File: config.mk
export PLATFORM = sky130hd
export DESIGN_NAME = ootx_multi_frame_decoder
export DESIGN_NICKNAME = d
export VERILOG_FILES = /design/src/rtl/ootx_multi_frame_decoder.sv
export SDC_FILE = /design/constraint.sdc
export NUM_CORES = 2
export LEC_CHECK = 0
export ABC_AREA = 1
export CAP_MARGIN = 10
export CELL_PAD_IN_SITES_DETAIL_PLACEMENT = 0
export CELL_PAD_IN_SITES_GLOBAL_PLACEMENT = 1
export CORE_MARGIN = 5
export CORE_UTILIZATION = 45
export CTS_BUF_LIST = sky130_fd_sc_hd__clkbuf_4
export CTS_CLUSTER_SIZE = 14
export DETAILED_ROUTE_END_ITERATION = 10
export GPL_TIMING_DRIVEN = 0
export PLACE_DENSITY = 0.77
export SYNTH_ARGS = -nofsm -noshare
export SYNTH_HDL_FRONTEND = slang
export SYNTH_SLANG_ARGS = --single-unit
export TNS_END_PERCENT = 30
File: constraint.sdc
create_clock -name clock -period 4.2 [get_ports clock]
set_input_delay 0.84 -clock clock [delete_from_list [all_inputs] [get_ports clock]]
set_output_delay 0.84 -clock clock [all_outputs]
set_load 0.1 [all_outputs]
File: src/rtl/ootx_multi_frame_decoder.sv
// OOTX frame decoder for several independent lighthouse bitstreams.
// Each channel hunts for the 17-zero preamble, strips sync bits, captures
// length/payload/CRC, checks CRC32 and commits good frames to a readout bank.
// Banks and counters are read through an Avalon-MM slave with read latency 1.
module ootx_multi_frame_decoder #(
   parameter int NUM_LIGHTHOUSES   = 2,
   parameter int MAX_PAYLOAD_BYTES = 33,
   parameter int ADDR_WIDTH        = 8
) (
   input  logic                       clock,
   input  logic                       reset,
   input  logic [NUM_LIGHTHOUSES-1:0] bit_valid,
   input  logic [NUM_LIGHTHOUSES-1:0] bit_data,
   input  logic [ADDR_WIDTH-1:0]      address,
   input  logic                       read,
   output logic [31:0]                readdata,
   input  logic                       write,
   input  logic [31:0]                writedata,
   output logic                       waitrequest,
   output logic [NUM_LIGHTHOUSES-1:0] frame_done,
   output logic [NUM_LIGHTHOUSES-1:0] frame_error
);

   // Payload storage is rounded up to whole 16-bit words so the pad byte fits.
   localparam int          PB      = ((MAX_PAYLOAD_BYTES + 1) / 2) * 2;
   localparam int          PIW     = $clog2(PB);
   localparam logic [5:0]  PB_B    = 6'(PB);
   localparam logic [15:0] MAX_LEN = 16'(MAX_PAYLOAD_BYTES);

   typedef enum logic [2:0] {HUNT, LENGTH, PAYLOAD, CRC, CHECK} state_t;

   // One reflected CRC32 byte step, LSB first.
   function automatic logic [31:0] crc32_byte(input logic [31:0] c, input logic [7:0] b);
      logic [31:0] r;
      r = c ^ {24'b0, b};
      for (int i = 0; i < 8; i++) begin
         r = r[0] ? ((r >> 1) ^ 32'hEDB88320) : (r >> 1);
      end
      return r;
   endfunction

   logic [ADDR_WIDTH-1:0]        ch_sel;
   logic [3:0]                   off;
   logic [NUM_LIGHTHOUSES*32-1:0] ch_word;
   logic [NUM_LIGHTHOUSES-1:0]   clr;
   logic [31:0]                  readdata_q, readdata_d;
   logic                         unused_wdata;

   assign ch_sel       = address >> 4;
   assign off          = address[3:0];
   assign waitrequest  = 1'b0;
   assign readdata     = readdata_q;
   assign unused_wdata = ^writedata[31:1];

   genvar gi;
   generate
      for (gi = 0; gi < NUM_LIGHTHOUSES; gi++) begin : gen_ch
         state_t      state_q, state_d;
         logic [4:0]  zero_cnt_q, zero_cnt_d;
         logic [4:0]  bit_cnt_q, bit_cnt_d;
         logic [6:0]  shift_q, shift_d;
         logic [5:0]  byte_idx_q, byte_idx_d;
         logic [15:0] len_q, len_d;
         logic [31:0] crc_q, crc_d, crc_rx_q, crc_rx_d;
         logic [7:0]  stage_q [PB];
         logic [7:0]  stage_d [PB];
         logic        bank_valid_q, bank_valid_d;
         logic [15:0] frame_cnt_q, frame_cnt_d, bank_len_q, bank_len_d;
         logic [7:0]  crc_err_q, crc_err_d, sync_err_q, sync_err_d, len_err_q, len_err_d;
         logic [31:0] bank_crc_q, bank_crc_d;
         logic [7:0]  bank_pay_q [PB];
         logic [7:0]  bank_pay_d [PB];
         logic        pend_done_q, pend_done_d, pend_crc_q, pend_crc_d;
         logic        pend_sync_q, pend_sync_d, pend_len_q, pend_len_d;
         logic        frame_done_q, frame_done_d, frame_error_q, frame_error_d;
         logic        a_done, a_crc, a_sync, a_len;
         logic        preamble, in_frame, ev_sync, ev_len, ev_done, ev_crc;
         logic [7:0]  byte_v;
         logic [5:0]  kb;
         logic [31:0] rd_word;
         logic        unused_bits;

         assign in_frame    = (state_q == LENGTH) || (state_q == PAYLOAD) || (state_q == CRC);
         assign preamble    = bit_valid[gi] && bit_data[gi] && (zero_cnt_q >= 5'd17);
         assign byte_v      = {shift_q, bit_data[gi]};
         assign clr[gi]     = write && writedata[0] && (off == 4'd0) && (ch_sel == ADDR_WIDTH'(gi));
         assign unused_bits = ^{sync_err_q[7:4], len_err_q[7:3]};

         // FSM state register
         always_ff @(posedge clock) begin
            if (reset) state_q <= HUNT;
            else       state_q <= state_d;
         end

         // Next state; a preamble restarts the frame from any state
         always_comb begin
            state_d = state_q;
            ev_sync = 1'b0;
            ev_len  = 1'b0;
            if (preamble) begin
               state_d = LENGTH;
               ev_sync = in_frame;
            end else if (bit_valid[gi] && in_frame && (bit_cnt_q == 5'd16)) begin
               if (!bit_data[gi]) begin
                  state_d = HUNT;
                  ev_sync = 1'b1;
               end else begin
                  case (state_q)
                     LENGTH: begin
                        if ((len_q == 16'd0) || (len_q > MAX_LEN)) begin
                           state_d = HUNT;
                           ev_len  = 1'b1;
                        end else begin
                           state_d = PAYLOAD;
                        end
                     end
                     PAYLOAD: if ({10'b0, byte_idx_q} >= len_q) state_d = CRC;
                     CRC:     if (byte_idx_q == 6'd4) state_d = CHECK;
                     default: state_d = state_q;
                  endcase
               end
            end else if (state_q == CHECK) begin
               state_d = HUNT;
            end
         end

         // CRC verdict, only meaningful in the single CHECK cycle
         always_comb begin
            ev_done = (state_q == CHECK) && (~crc_q == crc_rx_q);
            ev_crc  = (state_q == CHECK) && (~crc_q != crc_rx_q);
         end

         // Bit-level datapath: zero run, word shifting, byte capture, running CRC
         always_comb begin
            zero_cnt_d = zero_cnt_q;
            bit_cnt_d  = bit_cnt_q;
            shift_d    = shift_q;
            byte_idx_d = byte_idx_q;
            len_d      = len_q;
            crc_d      = crc_q;
            crc_rx_d   = crc_rx_q;
            stage_d    = stage_q;
            if (bit_valid[gi]) begin
               if (bit_data[gi])              zero_cnt_d = 5'd0;
               else if (zero_cnt_q != 5'd17)  zero_cnt_d = zero_cnt_q + 5'd1;
            end
            if (preamble) begin
               bit_cnt_d  = 5'd0;
               byte_idx_d = 6'd0;
               len_d      = 16'd0;
               crc_d      = 32'hFFFF_FFFF;
            end else if (bit_valid[gi] && in_frame) begin
               if (bit_cnt_q == 5'd16) begin
                  bit_cnt_d = 5'd0;
                  if (state_d != state_q) byte_idx_d = 6'd0;
               end else begin
                  shift_d   = {shift_q[5:0], bit_data[gi]};
                  bit_cnt_d = bit_cnt_q + 5'd1;
                  if ((bit_cnt_q == 5'd7) || (bit_cnt_q == 5'd15)) begin
                     byte_idx_d = byte_idx_q + 6'd1;
                     case (state_q)
                        LENGTH: len_d[8*byte_idx_q[0] +: 8] = byte_v;
                        PAYLOAD: begin
                           if (byte_idx_q < PB_B) stage_d[PIW'(byte_idx_q)] = byte_v;
                           // the odd pad byte is stored but kept out of the CRC
                           if ({10'b0, byte_idx_q} < len_q) crc_d = crc32_byte(crc_q, byte_v);
                        end
                        CRC:     crc_rx_d[8*byte_idx_q[1:0] +: 8] = byte_v;
                        default: byte_idx_d = byte_idx_q;
                     endcase
                  end
               end
            end
         end

         // Datapath registers
         always_ff @(posedge clock) begin
            if (reset) begin
               zero_cnt_q <= '0;
               bit_cnt_q  <= '0;
               shift_q    <= '0;
               byte_idx_q <= '0;
               len_q      <= '0;
               crc_q      <= '0;
               crc_rx_q   <= '0;
               stage_q    <= '{default: '0};
            end else begin
               zero_cnt_q <= zero_cnt_d;
               bit_cnt_q  <= bit_cnt_d;
               shift_q    <= shift_d;
               byte_idx_q <= byte_idx_d;
               len_q      <= len_d;
               crc_q      <= crc_d;
               crc_rx_q   <= crc_rx_d;
               stage_q    <= stage_d;
            end
         end

         // Bank/counter update; a software clear wins and defers any coincident event by a cycle
         always_comb begin
            a_done        = ev_done | pend_done_q;
            a_crc         = ev_crc  | pend_crc_q;
            a_sync        = ev_sync | pend_sync_q;
            a_len         = ev_len  | pend_len_q;
            pend_done_d   = a_done & clr[gi];
            pend_crc_d    = a_crc  & clr[gi];
            pend_sync_d   = a_sync & clr[gi];
            pend_len_d    = a_len  & clr[gi];
            frame_done_d  = a_done & ~clr[gi];
            frame_error_d = (a_crc | a_sync | a_len) & ~clr[gi];
            bank_valid_d  = bank_valid_q;
            frame_cnt_d   = frame_cnt_q;
            crc_err_d     = crc_err_q;
            sync_err_d    = sync_err_q;
            len_err_d     = len_err_q;
            bank_len_d    = bank_len_q;
            bank_crc_d    = bank_crc_q;
            bank_pay_d    = bank_pay_q;
            if (clr[gi]) begin
               bank_valid_d = 1'b0;
               frame_cnt_d  = 16'd0;
               crc_err_d    = 8'd0;
               sync_err_d   = 8'd0;
               len_err_d    = 8'd0;
            end else begin
               if (a_done) begin
                  bank_valid_d = 1'b1;
                  frame_cnt_d  = frame_cnt_q + 16'd1;
                  bank_len_d   = len_q;
                  bank_crc_d   = crc_rx_q;
                  bank_pay_d   = stage_q;
               end
               if (a_crc  && (crc_err_q  != 8'hFF)) crc_err_d  = crc_err_q  + 8'd1;
               if (a_sync && (sync_err_q != 8'hFF)) sync_err_d = sync_err_q + 8'd1;
               if (a_len  && (len_err_q  != 8'hFF)) len_err_d  = len_err_q  + 8'd1;
            end
         end

         // Bank/counter registers
         always_ff @(posedge clock) begin
            if (reset) begin
               bank_valid_q  <= 1'b0;
               frame_cnt_q   <= '0;
               crc_err_q     <= '0;
               sync_err_q    <= '0;
               len_err_q     <= '0;
               bank_len_q    <= '0;
               bank_crc_q    <= '0;
               bank_pay_q    <= '{default: '0};
               pend_done_q   <= 1'b0;
               pend_crc_q    <= 1'b0;
               pend_sync_q   <= 1'b0;
               pend_len_q    <= 1'b0;
               frame_done_q  <= 1'b0;
               frame_error_q <= 1'b0;
            end else begin
               bank_valid_q  <= bank_valid_d;
               frame_cnt_q   <= frame_cnt_d;
               crc_err_q     <= crc_err_d;
               sync_err_q    <= sync_err_d;
               len_err_q     <= len_err_d;
               bank_len_q    <= bank_len_d;
               bank_crc_q    <= bank_crc_d;
               bank_pay_q    <= bank_pay_d;
               pend_done_q   <= pend_done_d;
               pend_crc_q    <= pend_crc_d;
               pend_sync_q   <= pend_sync_d;
               pend_len_q    <= pend_len_d;
               frame_done_q  <= frame_done_d;
               frame_error_q <= frame_error_d;
            end
         end

         // Readout word for this channel at the current word offset; bytes past length read 0
         always_comb begin
            rd_word = 32'd0;
            kb      = 6'd0;
            case (off)
               4'd0: rd_word = {frame_cnt_q, crc_err_q, sync_err_q[3:0], len_err_q[2:0], bank_valid_q};
               4'd1: rd_word = {16'b0, bank_len_q};
               4'd2: rd_word = bank_crc_q;
               default: begin
                  for (int j = 0; j < 4; j++) begin
                     kb = {off - 4'd3, 2'(j)};
                     if (({10'b0, kb} < bank_len_q) && (kb < PB_B)) rd_word[8*j +: 8] = bank_pay_q[PIW'(kb)];
                  end
               end
            endcase
         end

         assign ch_word[gi*32 +: 32] = rd_word;
         assign frame_done[gi]       = frame_done_q;
         assign frame_error[gi]      = frame_error_q;
      end
   endgenerate

   // Avalon read mux; out-of-range channels return a marker pattern
   always_comb begin
      readdata_d = readdata_q;
      if (read) begin
         readdata_d = 32'hDEADBEEF;
         for (int c = 0; c < NUM_LIGHTHOUSES; c++) begin
            if (ch_sel == ADDR_WIDTH'(c)) readdata_d = ch_word[c*32 +: 32];
         end
      end
   end

   // Registered read data, one cycle after read
   always_ff @(posedge clock) begin
      if (reset) readdata_q <= 32'd0;
      else       readdata_q <= readdata_d;
   end

endmodule

==> impl_metrics.tcl <==
set metrics [dict create \
    failed_checks "max-capacitance violations, max-slew violations, negative setup slack" \
    timing.final.ws_setup_ns -0.265 \
    grt_use_met3_pct 10.4 \
    netlist_area_mm2 0.0645 \
    cts_tree "yes" \
    overflow 0 \
    synth_ff_type "dfxtp_1" \
    busiest_layer "met2" \
    grt_pass1_wl_mm 432 \
    rsz0062_at_grt "yes" \
    dp_hpwl_mm 231 \
    synthCells 8356 \
    layout_common_cells "dfxtp_1 (1522), nor2_1 (1263), o21ai_0 (1253)" \
    drv_slew 11 \
    cts_setup_buffers 0 \
    crit_chain "clkdlybuf4s15_2 -> inv_4 -> buf_2 -> buf_4 -> buf_6 -> ha_2 -> inv_2 -> clkbuf_4 -> clkbuf_4 -> nand3_1 -> a21oi_1 -> nor4_1 -> o21ai_0 -> a31oi_1" \
    clk_pin_slew_ns 0.06 \
    seq_area_frac_synth_pct 47.3 \
    start_kind "input pin" \
    die_w_um 389 \
    cp-end-kind "flip-flop" \
    die-area_mm2 0.151 \
    crit_required_ns 5.43 \
    via_per_inst 5.94 \
    first_iter_violations 8323 \
    gp_congestion 1.03 \
    synth_edf_count 0 \
    route.vias.total 65500 \
    io_buffer_count 50 \
    die_y_um 389 \
    nets 8942 \
    crit_arrival_ns 5.69 \
    ys_ff_latch 1522 \
    use_met2_pct 56.8 \
    internal_power_uw 21700 \
    critPathSlowestCell "nor4_1" \
    cp_top_family "buffers and inverters" \
    ys_types 68 \
    cts.sinks 1522 \
    syn_avg_cell_area_um2 7.72 \
    switchingPower_uw 8310 \
    holdWs_ns 0.304 \
    io_pins 85 \
    grt_max_degree 18 \
    worst-path-buf-inv 8 \
    final_common_cell "dfxtp_1" \
    rows 139 \
    coreArea_mm2 0.143 \
    drive_above_1_share_pct 12.0 \
    switching_share_pct 27.6 \
    max_stage_delay_ns 1.04 \
    cts_root_buf "clkbuf_4" \
    grtUsageTotal_pct 39.3 \
    relSlewSlack_pct -2.71 \
    critical_path.max_fanout 13 \
    drv_cap 1 \
    tightest_slew_ns 1.54 \
    num-fill-cells 14600 \
    period_needed_ns 4.47 \
    hold_viol_final 0 \
    critPathKind "in2reg" \
    fmax_ghz 0.224 \
    fin_skew_ns 0.0979 \
    wl_per_cell_um 28.1 \
    first_global_vias 59800 \
    area_delta_synth_final_pct 13.0 \
    seq_power_share_pct 48.2 \
    h-tree-depth 5 \
    status "complete, but fails checks" \
    p_per_area_mw_per_mm2 412 \
    ys.warnings.count 0 \
    synthArstFlopShare_pct 0 \
    power.leakage_uw 0.0286 \
    cts_buffer_depth 4 \
    route.detailed.drc 0 \
    setup-tns-final_ns -2.42 \
    clock_latency_ns 1.36 \
    antenna_found_initial 36 \
    hold_path.class "in2reg" \
    combPwrFrac_pct 7.6 \
    setup_violations 21 \
    drt-pass1-iter-count 7 \
    globalRouteMet1Util_pct 54.4 \
    path_common_cell "clkbuf_4" \
    routed_wl_mm 310 \
    cts_buffers 417 \
    clockPowerShare_pct 44.2 \
    ir_drop_uv 296 \
    post-route-period-util_pct 106 \
    finalPower_uw 30000 \
    start_util_pct 45.1 \
    ant_nets 0 \
    syn_nets 8460 \
]
==> routing by layer <==
| layer | up-vias | share of wire (%) |
|---|---|---|
| met5 | - | 0.036 |
| met4 | 16 | 5.4 |
| met3 | 889 | 11 |
| met2 | 3761 | 41 |
| met1 | 31400 | 43 |
| li1 | 29400 | - |
==> final timing paths <==
kind | startpoint | end | cells past startpoint | slack, ns
hold reg to reg | gen_ch[1].stage_q[47] | gen_ch[1].bank_pay_q[47] | 2 | 0.42
hold / removal | bit_data[0] | gen_ch[0].shift_q[1] | 5 | 0.30
setup reg to reg | gen_ch[1].bit_cnt_q[1] | gen_ch[1].stage_q[30] | 15 | 0.43
setup / recovery | address[0] | readdata[29] | 14 | -0.27
==> power by group through the flow <==
stage,clock network [µW],registers [µW],logic (µW)
floorplan,0,14900,872
global placement,0,14800,2110
detailed placement,0,14800,2130
CTS,13400,14500,2150
global route,14100,14500,2290
finish,13300,14500,2300
==> what timing repair did <==
item,in CTS,in global routing
endpoints found under the hold margin,1,0
hold buffers,1,0
resized for setup,45,32
pin swaps,1,3
endpoints found under the setup margin,764,40
==> cell type report <==
cell class	count	area (µm²)	share of cell area, %
Antenna cell	18	45.0	0.0618
Buffer	618	2760	3.79
Clock buffer	635	4770	6.54
Clock inverter	58	259	0.356
Inverter	652	2460	3.37
Multi-Input combinational cell	5564	29000	39.8
Sequential cell	1522	30500	41.8
Tap cell	1903	2380	3.27
Timing Repair Buffer	63	734	1.01
==> synth_stat cells, drive strengths merged, types with 6 or more instances <==
master	number	share of area (%)
a221oi	39	0.53
a21oi	992	7.7
o31ai	7	0.082
or4	8	0.093
nor4	15	0.15
inv	645	3.8
o211ai	25	0.29
a31oi	30	0.29
o2111ai	18	0.24
xnor2	47	0.77
nand2	734	4.4
and3	10	0.097
buf	235	1.9
a211oi	255	3.3
or3	16	0.16
o22ai	15	0.15
nor3	87	0.72
clkbuf	383	2.2
xor2	162	2.3
nor3b	7	0.082
o21bai	6	0.087
clkinv	7	0.041
o221a	9	0.16
o21ai	1310	10
nand4	53	0.64
nor2	1307	8.0
a22oi	11	0.13
dfxtp	1522	47
nand3	249	1.9
a32o	7	0.11
or2	11	0.11
o221ai	49	0.67
ha	56	1.1
==> stage by stage <==
step / area [µm²] / setup slack [ns] / std cells / util, %
2_1_floorplan: 64500 / 0.567 / 8356 / -
3_3_place_gp: 67400 / -4.48 / 10300 / 47.1
3_5_place_dp: 67600 / -3.89 / 10300 / 47.3
4_1_cts: 72700 / 0.0771 / 11000 / 50.9
5_1_grt: 72800 / 0.00821 / 11000 / 50.9
6_report: 72900 / -0.265 / 11000 / 51.0
==> worst min-delay path, delay by kind of cell <==
family	cells	cell delay, ns
compound gates	2	0.18
buf+inv	1	0.21
simple gates	2	0.31
==> logic make-up after synthesis <==
family / after synthesis / share of synthesized area, %
AOI/OAI and AO/OA: 2788 / 24.1
and+or+nand+nor: 2506 / 16.4
other: 1 / 0.00582
xor gates and xnor gates: 209 / 3.04
DFF: 1522 / 47.3
muxes: 4 / 0.0621
adders and majority gates: 56 / 1.09
buffers and inverters: 1270 / 7.98
==> state kept, by name, summed over array words and instances (netlist names), 6 cells and up <==
register            count
gen_ch.bank_len_q      32
gen_ch.bank_crc_q      64
gen_ch.crc_rx_q        64
gen_ch.shift_q         14
gen_ch.len_q           32
gen_ch.bit_cnt_q       10
gen_ch.len_err_q       16
gen_ch.crc_q           64
gen_ch.state_q          6
gen_ch.bank_pay_q     544
gen_ch.byte_idx_q      12
readdata               32
gen_ch.sync_err_q      16
gen_ch.stage_q        544
gen_ch.frame_cnt_q     32
gen_ch.zero_cnt_q      10
gen_ch.crc_err_q       16
No activity file was read; power rests on OpenSTA's default activity.
